**src/rtl/ldl_bus_update_fifo.sv**
```systemverilog
// Change-detect FIFO: every update of a quasi-static bus (din) is pushed as one entry.
// Overflowing updates are dropped, set a sticky flag and bump a saturating drop counter.
module ldl_bus_update_fifo #(
    parameter int DW    = 8,
    parameter int DEPTH = 4
) (
    input  logic                     clk,
    input  logic                     rst,
    input  logic                     en,
    input  logic [DW-1:0]            din,
    output logic                     out_valid,
    input  logic                     out_ready,
    output logic [DW-1:0]            out_data,
    output logic [$clog2(DEPTH):0]   level,
    output logic                     ovf,
    input  logic                     ovf_clr,
    output logic [7:0]               drop_cnt
);
    localparam int AW = $clog2(DEPTH);
    localparam int LW = AW + 1;

    logic [DW-1:0] din_q, prev_q;
    logic [AW-1:0] wptr_q, wptr_d, rptr_q, rptr_d;
    logic [LW-1:0] level_q, level_d;
    logic          ovf_q, ovf_d;
    logic [7:0]    drop_q, drop_d;
    logic [DW-1:0] mem_q [DEPTH];

    logic upd, full, pop, wr, drop;

    always_comb begin
        upd  = en && (din_q != prev_q);
        full = (level_q == LW'(DEPTH));
        pop  = (level_q != '0) && out_ready;
        // A full FIFO still takes the update when the head leaves in the same cycle.
        wr   = upd && (!full || pop);
        drop = upd && full && !pop;
    end

    always_comb begin
        wptr_d  = wptr_q;
        rptr_d  = rptr_q;
        level_d = level_q;
        ovf_d   = ovf_q;
        drop_d  = drop_q;
        if (wr)  wptr_d = AW'(wptr_q + 1'b1);
        if (pop) rptr_d = AW'(rptr_q + 1'b1);
        if (wr && !pop)      level_d = level_q + 1'b1;
        else if (pop && !wr) level_d = level_q - 1'b1;
        // A drop coinciding with a clear wins: the counter restarts at one.
        if (drop) begin
            ovf_d  = 1'b1;
            if (ovf_clr)              drop_d = 8'd1;
            else if (drop_q != 8'hFF) drop_d = drop_q + 8'd1;
        end else if (ovf_clr) begin
            ovf_d  = 1'b0;
            drop_d = 8'd0;
        end
    end

    always_ff @(posedge clk or posedge rst) begin
        if (rst) begin
            din_q   <= '0;
            prev_q  <= '0;
            wptr_q  <= '0;
            rptr_q  <= '0;
            level_q <= '0;
            ovf_q   <= 1'b0;
            drop_q  <= 8'd0;
        end else begin
            din_q   <= din;
            prev_q  <= din_q;
            wptr_q  <= wptr_d;
            rptr_q  <= rptr_d;
            level_q <= level_d;
            ovf_q   <= ovf_d;
            drop_q  <= drop_d;
        end
    end

    // Storage needs no reset: occupancy alone decides what is valid.
    always_ff @(posedge clk) begin
        if (wr) mem_q[wptr_q] <= din_q;
    end

    assign out_valid = (level_q != '0);
    assign out_data  = mem_q[rptr_q];
    assign level     = level_q;
    assign ovf       = ovf_q;
    assign drop_cnt  = drop_q;
endmodule

```
**config.mk**
```make
export PLATFORM = sky130hd
export DESIGN_NAME = ldl_bus_update_fifo
export DESIGN_NICKNAME = d
export VERILOG_FILES = /design/src/rtl/ldl_bus_update_fifo.sv
export SDC_FILE = /design/constraint.sdc
export NUM_CORES = 1
export LEC_CHECK = 0
export CAP_MARGIN = 10
export CELL_PAD_IN_SITES_DETAIL_PLACEMENT = 0
export CELL_PAD_IN_SITES_GLOBAL_PLACEMENT = 1
export CORE_ASPECT_RATIO = 1.4
export CORE_MARGIN = 2
export CORE_UTILIZATION = 49
export CTS_BUF_LIST = sky130_fd_sc_hd__clkbuf_4 sky130_fd_sc_hd__clkbuf_8 sky130_fd_sc_hd__clkbuf_16
export DETAILED_ROUTE_END_ITERATION = 8
export PLACE_DENSITY = 0.9
export SYNTH_ARGS = -nofsm -noshare
export SYNTH_HDL_FRONTEND = slang
export SYNTH_SLANG_ARGS = --single-unit
```
**constraint.sdc**
```tcl
create_clock -name clk -period 3.4 [get_ports clk]
set_clock_uncertainty 0.05 [all_clocks]
set_input_delay 0.68 -clock clk [delete_from_list [all_inputs] [get_ports clk]]
set_output_delay 0.68 -clock clk [all_outputs]
set_load 0.05 [all_outputs]
```
==> results of run 1 <==
==> synth_stat cells (2+ instances only) <==
| cell | n |
|---|---|
| nand2b_1 | 6 |
| nor4_1 | 2 |
| nand3_1 | 4 |
| o31ai_1 | 2 |
| dfrtp_1 | 32 |
| or3_1 | 2 |
| ha_1 | 6 |
| nor3_1 | 2 |
| inv_1 | 5 |
| nor2_1 | 3 |
| nand2_1 | 6 |
| xor2_1 | 10 |
| or4_1 | 3 |
| edfxtp_1 | 32 |
| and3_1 | 2 |
| xnor2_1 | 4 |
| a21oi_1 | 6 |
| o21ai_0 | 5 |
| and2_1 | 4 |
| mux4_2 | 8 |
==> state kept, by name (all words and copies together) (netlist names) <==
register	flops
wptr_q	2
rptr_q	2
drop_cnt	8
din_q	8
level	3
mem_q	32
ovf	1
prev_q	8
==> power breakdown <==
part	switching, µW	internal (µW)	total [µW]
logic	512	353	865
registers	122	956	1080
clock network	275	439	714
==> layout make-up <==
cell class	instances	area share
Clock buffer	11	0.0457
Clock inverter	5	0.0252
Inverter	5	0.00591
Multi-Input combinational cell	85	0.234
Sequential cell	64	0.555
Tap cell	66	0.0260
Timing Repair Buffer	35	0.109
==> routing by layer <==
metal / wire length, µm / up-vias
li1: - / 667
met1: 1640 / 707
met2: 2350 / 39
met3: 206 / 9
met4: 71 / 0
met5: 0 / -
==> worst min-delay path by stage <==
| stage | cells after the start | to | slack, ns |
|---|---|---|---|
| detailed placement | 0 | prev_q[5] | 0.42 |
| global route | 0 | prev_q[0] | 0.47 |
| finish | 0 | prev_q[0] | 0.44 |
| floorplan | 0 | prev_q[0] | 0.38 |
| global placement | 0 | prev_q[0] | 0.40 |
| CTS | 0 | prev_q[0] | 0.45 |
==> cell families after synthesis <==
family                   Yosys count
flip-flops                        64
AND/OR/NAND/NOR                   37
AO/OA/AOI/OAI                     17
XOR/XNOR                          14
multiplexers                      10
buffers and inverters              9
adder cells (fa/ha/maj)            7
==> through the flow <==
step	cell area [µm²]	total power (µW)
after detailed placement	2950	1980
after floorplan	2550	1700
after global routing	3180	2790
final	3180	2660
after CTS	3180	2690
after global placement	2950	1940
==> worst max-delay path, stage by stage, from the launching register on <==
cell and delay (ns):
dfrtp_1 0.71, mux4_2 0.58, clkdlybuf4s50_1 0.71
==> run metrics, run 1 <==
Core ar. 5080 µm²; largest family of logic cells by synthesized area simple AND/OR/NAND/NOR gates; vias in the first global route 1462; status complete, no violations; Multi-input gate area 742 µm²; crit-path max FO 10; IO Pins 34; post-layout net count 220; largest area contributor in the netlist edfxtp_1; Buffers on Ports 33; DRT Wirelength 4.26 mm; GR Util met3 0.0617; htree depth 3; Post-synth EDFFs 32; Storage cell area 1760 µm²; Min Hold Slack 0.440 ns; Die Height 89.4 µm; Worst EP arrival 2.34 ns; Cells after DPL 255; Worst EP required 2.67 ns; most frequent cells in the layout clkdlybuf4s50_1 (33), dfrtp_1 (32), edfxtp_1 (32), xor2_1 (10), clkbuf_8 (10); ratio of cells with drive above 1 in the final layout 0.151; Post-CTS Setup Repair Bufs 0; worst skew pair latency 0.33 ns; startpoint of the worst hold path din_q[0]; final setup vio count 0; compound-cell area share of the yosys netlist 0.0407; initial antenna violation count 0; DR WL/cell 15.7 µm; Final TNS setup 0 ns; Mapped Cells 158; post-synthesis mux area share 0.0790; total global-route track usage 0.168; adder-cell share of the synthesized area 0.0373; fillers 363; post-synthesis simple-gate area fraction 0.0858; Synth Register Bits 64; pre-CTS setup slack 0.560 ns; Max VDD drop 0.372 mV; dominant cells by area after synthesis edfxtp_1 (38%), dfrtp_1 (31%), mux4_2 (7.1%); non-filler cells in the finished layout 271; Initial DRT Pass Iterations 6; dpl hpwl 3.03 mm; Critical Path End out_data[1]; Top FF cell, synth edfxtp_1; Clk Tree Root Cell clkbuf_8; max-cap check violation count 0; post-route minimum period 3.07 ns; remaining antenna violation count 0; reg2reg path depth 7; vias per cell 5.25; met2 Usage GRT 0.292; worst min-delay path class flip-flop to flip-flop; Mean Syn Cell Area 16.1 µm²; GP Congestion 0.785; Clk pin slew, worst setup/hold paths 0.07 ns; most common cell after layout, fill and taps aside clkdlybuf4s50_1; Yosys warnings 0; sequential cell area fraction in the yosys report 0.691; pwr/cell area 837 nW/µm²; Die X 65.0 µm; first-pass GRT wire length 6.93 mm; cell leakage power 0.00119 µW; asr flop ratio synth 0.500; TritonCTS buffer count 9; aggregate global routing overflow 0; Final Hold Fails 0; met1 GRT Util 0.182; Post-CTS Resized 0; drt drc 0; Setup crit start kind flip-flop; Worst slew margin 0.615; Final Slew Violations 0; Synth cell types 34; Area Growth Syn to Fin 24.5%; Mapped Nets 178; Worst R2R Setup Slack 1.00 ns; Max clock buf depth 2; Sink Count 64; Slew @ Worst Pin 0.577 ns; vias post-DR 1422; fmax 326 MHz; Mapped Area 2550 µm²; TritonCTS clock tree built; initial core utilization 0.502; pin count of the biggest net entering global routing 33; Crit. Startpoint rptr_q[0]; DIE AREA 5810 µm²; final cycle utilization of the critical path 0.902; Post-Synth XOR/XNOR Area 0.0481; hold-fix buffers at CTS 0; CP Class flip-flop to primary output; Initial DRC Count 46; gr busiest metal met2; Critical Path End Type primary output; post-synth top area share 0.377; Reg-to-Reg End level[1]; r2r startpoint din_q[7]; count of antenna diodes in the layout 0; Final WS setup 0.334 ns; unrepaired setup endpoints after global routing no; row cnt 31; Util after Layout 0.625
(Power assumes the default switching activity.)
==> run 2: changes to the inputs <==
clock period = 3.81 ns   (was 3.4 ns; I/O delays follow)
==> run metrics, run 2 (same netlist as run 1, synthesis figures left out) <==
vias in the first global route 1549 (was 1462); Die Height 89.4 µm (unchanged); aggregate global routing overflow 0 (unchanged); most frequent cells in the layout clkdlybuf4s50_1 (33), dfrtp_1 (32), edfxtp_1 (32), xor2_1 (10), clkbuf_8 (10) (unchanged); drt drc 0 (unchanged); r2r startpoint din_q[7] (unchanged); final cycle utilization of the critical path 0.836; pin count of the biggest net entering global routing 33 (unchanged); htree depth 3 (unchanged); slowest stage cell, crit path dfrtp_1 (unchanged); Sink Count 64 (unchanged); WP depth 2 (unchanged); max reg flops 32 (unchanged); count of antenna diodes in the layout 0 (unchanged); reg2reg path depth 7 (unchanged); met1 GRT Util 0.192 (was 0.182); Reg-to-Reg End level[1] (unchanged); Max clock buf depth 2 (unchanged); max-cap check violation count 0 (unchanged); crit-path cells mux4_2 -> clkdlybuf4s50_1 (unchanged); Initial DRC Count 46 (unchanged); Die X 65.0 µm (unchanged); status complete, no violations (unchanged); pwr/cell area 749 nW/µm² (was 837 nW/µm²); startpoint of the worst hold path din_q[2] (was din_q[0]); post-route minimum period 3.18 ns; hold depth 0 (unchanged); Area Growth Syn to Fin 24.0% (was 24.5%); Worst Hold Path EP prev_q[2] (was prev_q[0]); slowest stage delay, CP 0.73 ns (was 0.71 ns); CP Class flip-flop to primary output (unchanged); total global-route track usage 0.175 (was 0.168); Worst slew margin 0.595 (was 0.615); worst min-delay path class flip-flop to flip-flop (unchanged); most common cell after layout, fill and taps aside clkdlybuf4s50_1 (unchanged); Post-CTS Setup Repair Bufs 0 (unchanged); dpl hpwl 3.19 mm (was 3.03 mm); Worst EP arrival 2.37 ns (was 2.34 ns); initial core utilization 0.502 (unchanged); Cells after DPL 254 (was 255); DIE AREA 5810 µm² (unchanged); unrepaired setup endpoints after global routing no (unchanged); Setup crit start kind flip-flop (unchanged); Initial DRT Pass Iterations 6 (unchanged); final setup vio count 0 (unchanged); met2 Usage GRT 0.311 (was 0.292); Max VDD drop 0.288 mV (was 0.372 mV); IO Pins 34 (unchanged); non-filler cells in the finished layout 270 (was 271); worst path bufs/invs 1 (unchanged); Buffers on Ports 33 (unchanged); Core ar. 5080 µm² (unchanged); initial antenna violation count 0 (unchanged); TritonCTS buffer count 9 (unchanged); DR WL/cell 16.6 µm (was 15.7 µm); register with the most flip-flops mem_q (unchanged); GR Util met3 0.0579 (was 0.0617); Final Slew Violations 0 (unchanged); gr busiest metal met2 (unchanged); Placed Area 2940 µm² (was 2950 µm²); Worst R2R Setup Slack 1.28 ns (was 1.00 ns); Final Hold Fails 0 (unchanged); Final TNS setup 0 ns (unchanged); vias per cell 5.34 (was 5.25); Post-CTS Resized 0 (unchanged); cell leakage power 0.00119 µW (about the same); row cnt 31 (unchanged); DRT Wirelength 4.49 mm (was 4.26 mm); crit-path max FO 10 (unchanged); ratio of cells with drive above 1 in the final layout 0.142 (was 0.151); Clk pin slew, worst setup/hold paths 0.06 ns (was 0.07 ns); Slew @ Worst Pin 0.608 ns (was 0.577 ns); GP Congestion 0.751 (was 0.785); remaining antenna violation count 0 (unchanged); design area 3160 µm² (was 3180 µm²); hold-fix buffers at CTS 0 (unchanged); TritonCTS clock tree built (unchanged); CP delay by family, top flip-flops (unchanged); Min Hold Slack 0.435 ns (was 0.440 ns); worst skew pair latency 0.33 ns (about the same); fmax 314 MHz; Clk Tree Root Cell clkbuf_8 (unchanged); first-pass GRT wire length 7.29 mm (was 6.93 mm); Critical Path End Type primary output (unchanged); Worst EP required 3.00 ns (was 2.67 ns); vias post-DR 1441 (was 1422); post-layout net count 219 (was 220)
run 2: changes by cell type in the layout (fill, tap and decap cells not counted), sizes merged:
cell and delta:
clkinv +1, buf -1, clkbuf +1, clkinvlp -2
run 2: final cells by class:
class | instances | area [µm²]
fillers | 380 | 1920
clock buffers | 12 | 153
flip-flops and latches | 64 | 1760
repair buffers | 34 | 338
multi-input cells | 85 | 742
inverters | 5 | 18.8
well taps | 66 | 82.6
clock inverters | 4 | 68.8
run 2: metrics by stage:
stage          worst slack (ns)   util  power [µW]
5_1_grt                   0.499  0.623        2480
6_report                  0.626  0.623        2370
3_3_place_gp              0.722  0.579        1730
3_5_place_dp              0.603  0.579        1760
4_1_cts                   0.586  0.623        2390
2_1_floorplan              1.23      -        1520
run 2: worst max-delay path by stage:
stage                    from          end  slack (ns)
detailed placement  out_ready     level[2]        0.60
floorplan            level[1]     level[2]        1.23
CTS                 rptr_q[0]  out_data[2]        0.59
global route        rptr_q[0]  out_data[6]        0.50
global placement    out_ready     level[2]        0.72
finish              rptr_q[0]  out_data[2]        0.63
run 2: power by group:
part | switching [µW] | internal (µW)
Clock | 232 | 398
Combinational | 459 | 312
Sequential | 115 | 854
Total | 806 | 1560
run 2: layer usage:
layer  vias to the layer above  part of all wire
met5                         -                 0
met4                         0             0.023
met3                         9             0.043
met2                        40              0.55
met1                       724              0.38
li1                        668                 -
run 2: worst register-to-register path, cell delays in order, from the launching register on:
cell and delay (ns):
dfrtp_1 0.45, xor2_1 0.17, nor4_1 0.44, a21oi_1 0.28, ha_1 0.29, inv_1 0.07
fa_1 0.40, mux2_2 0.27
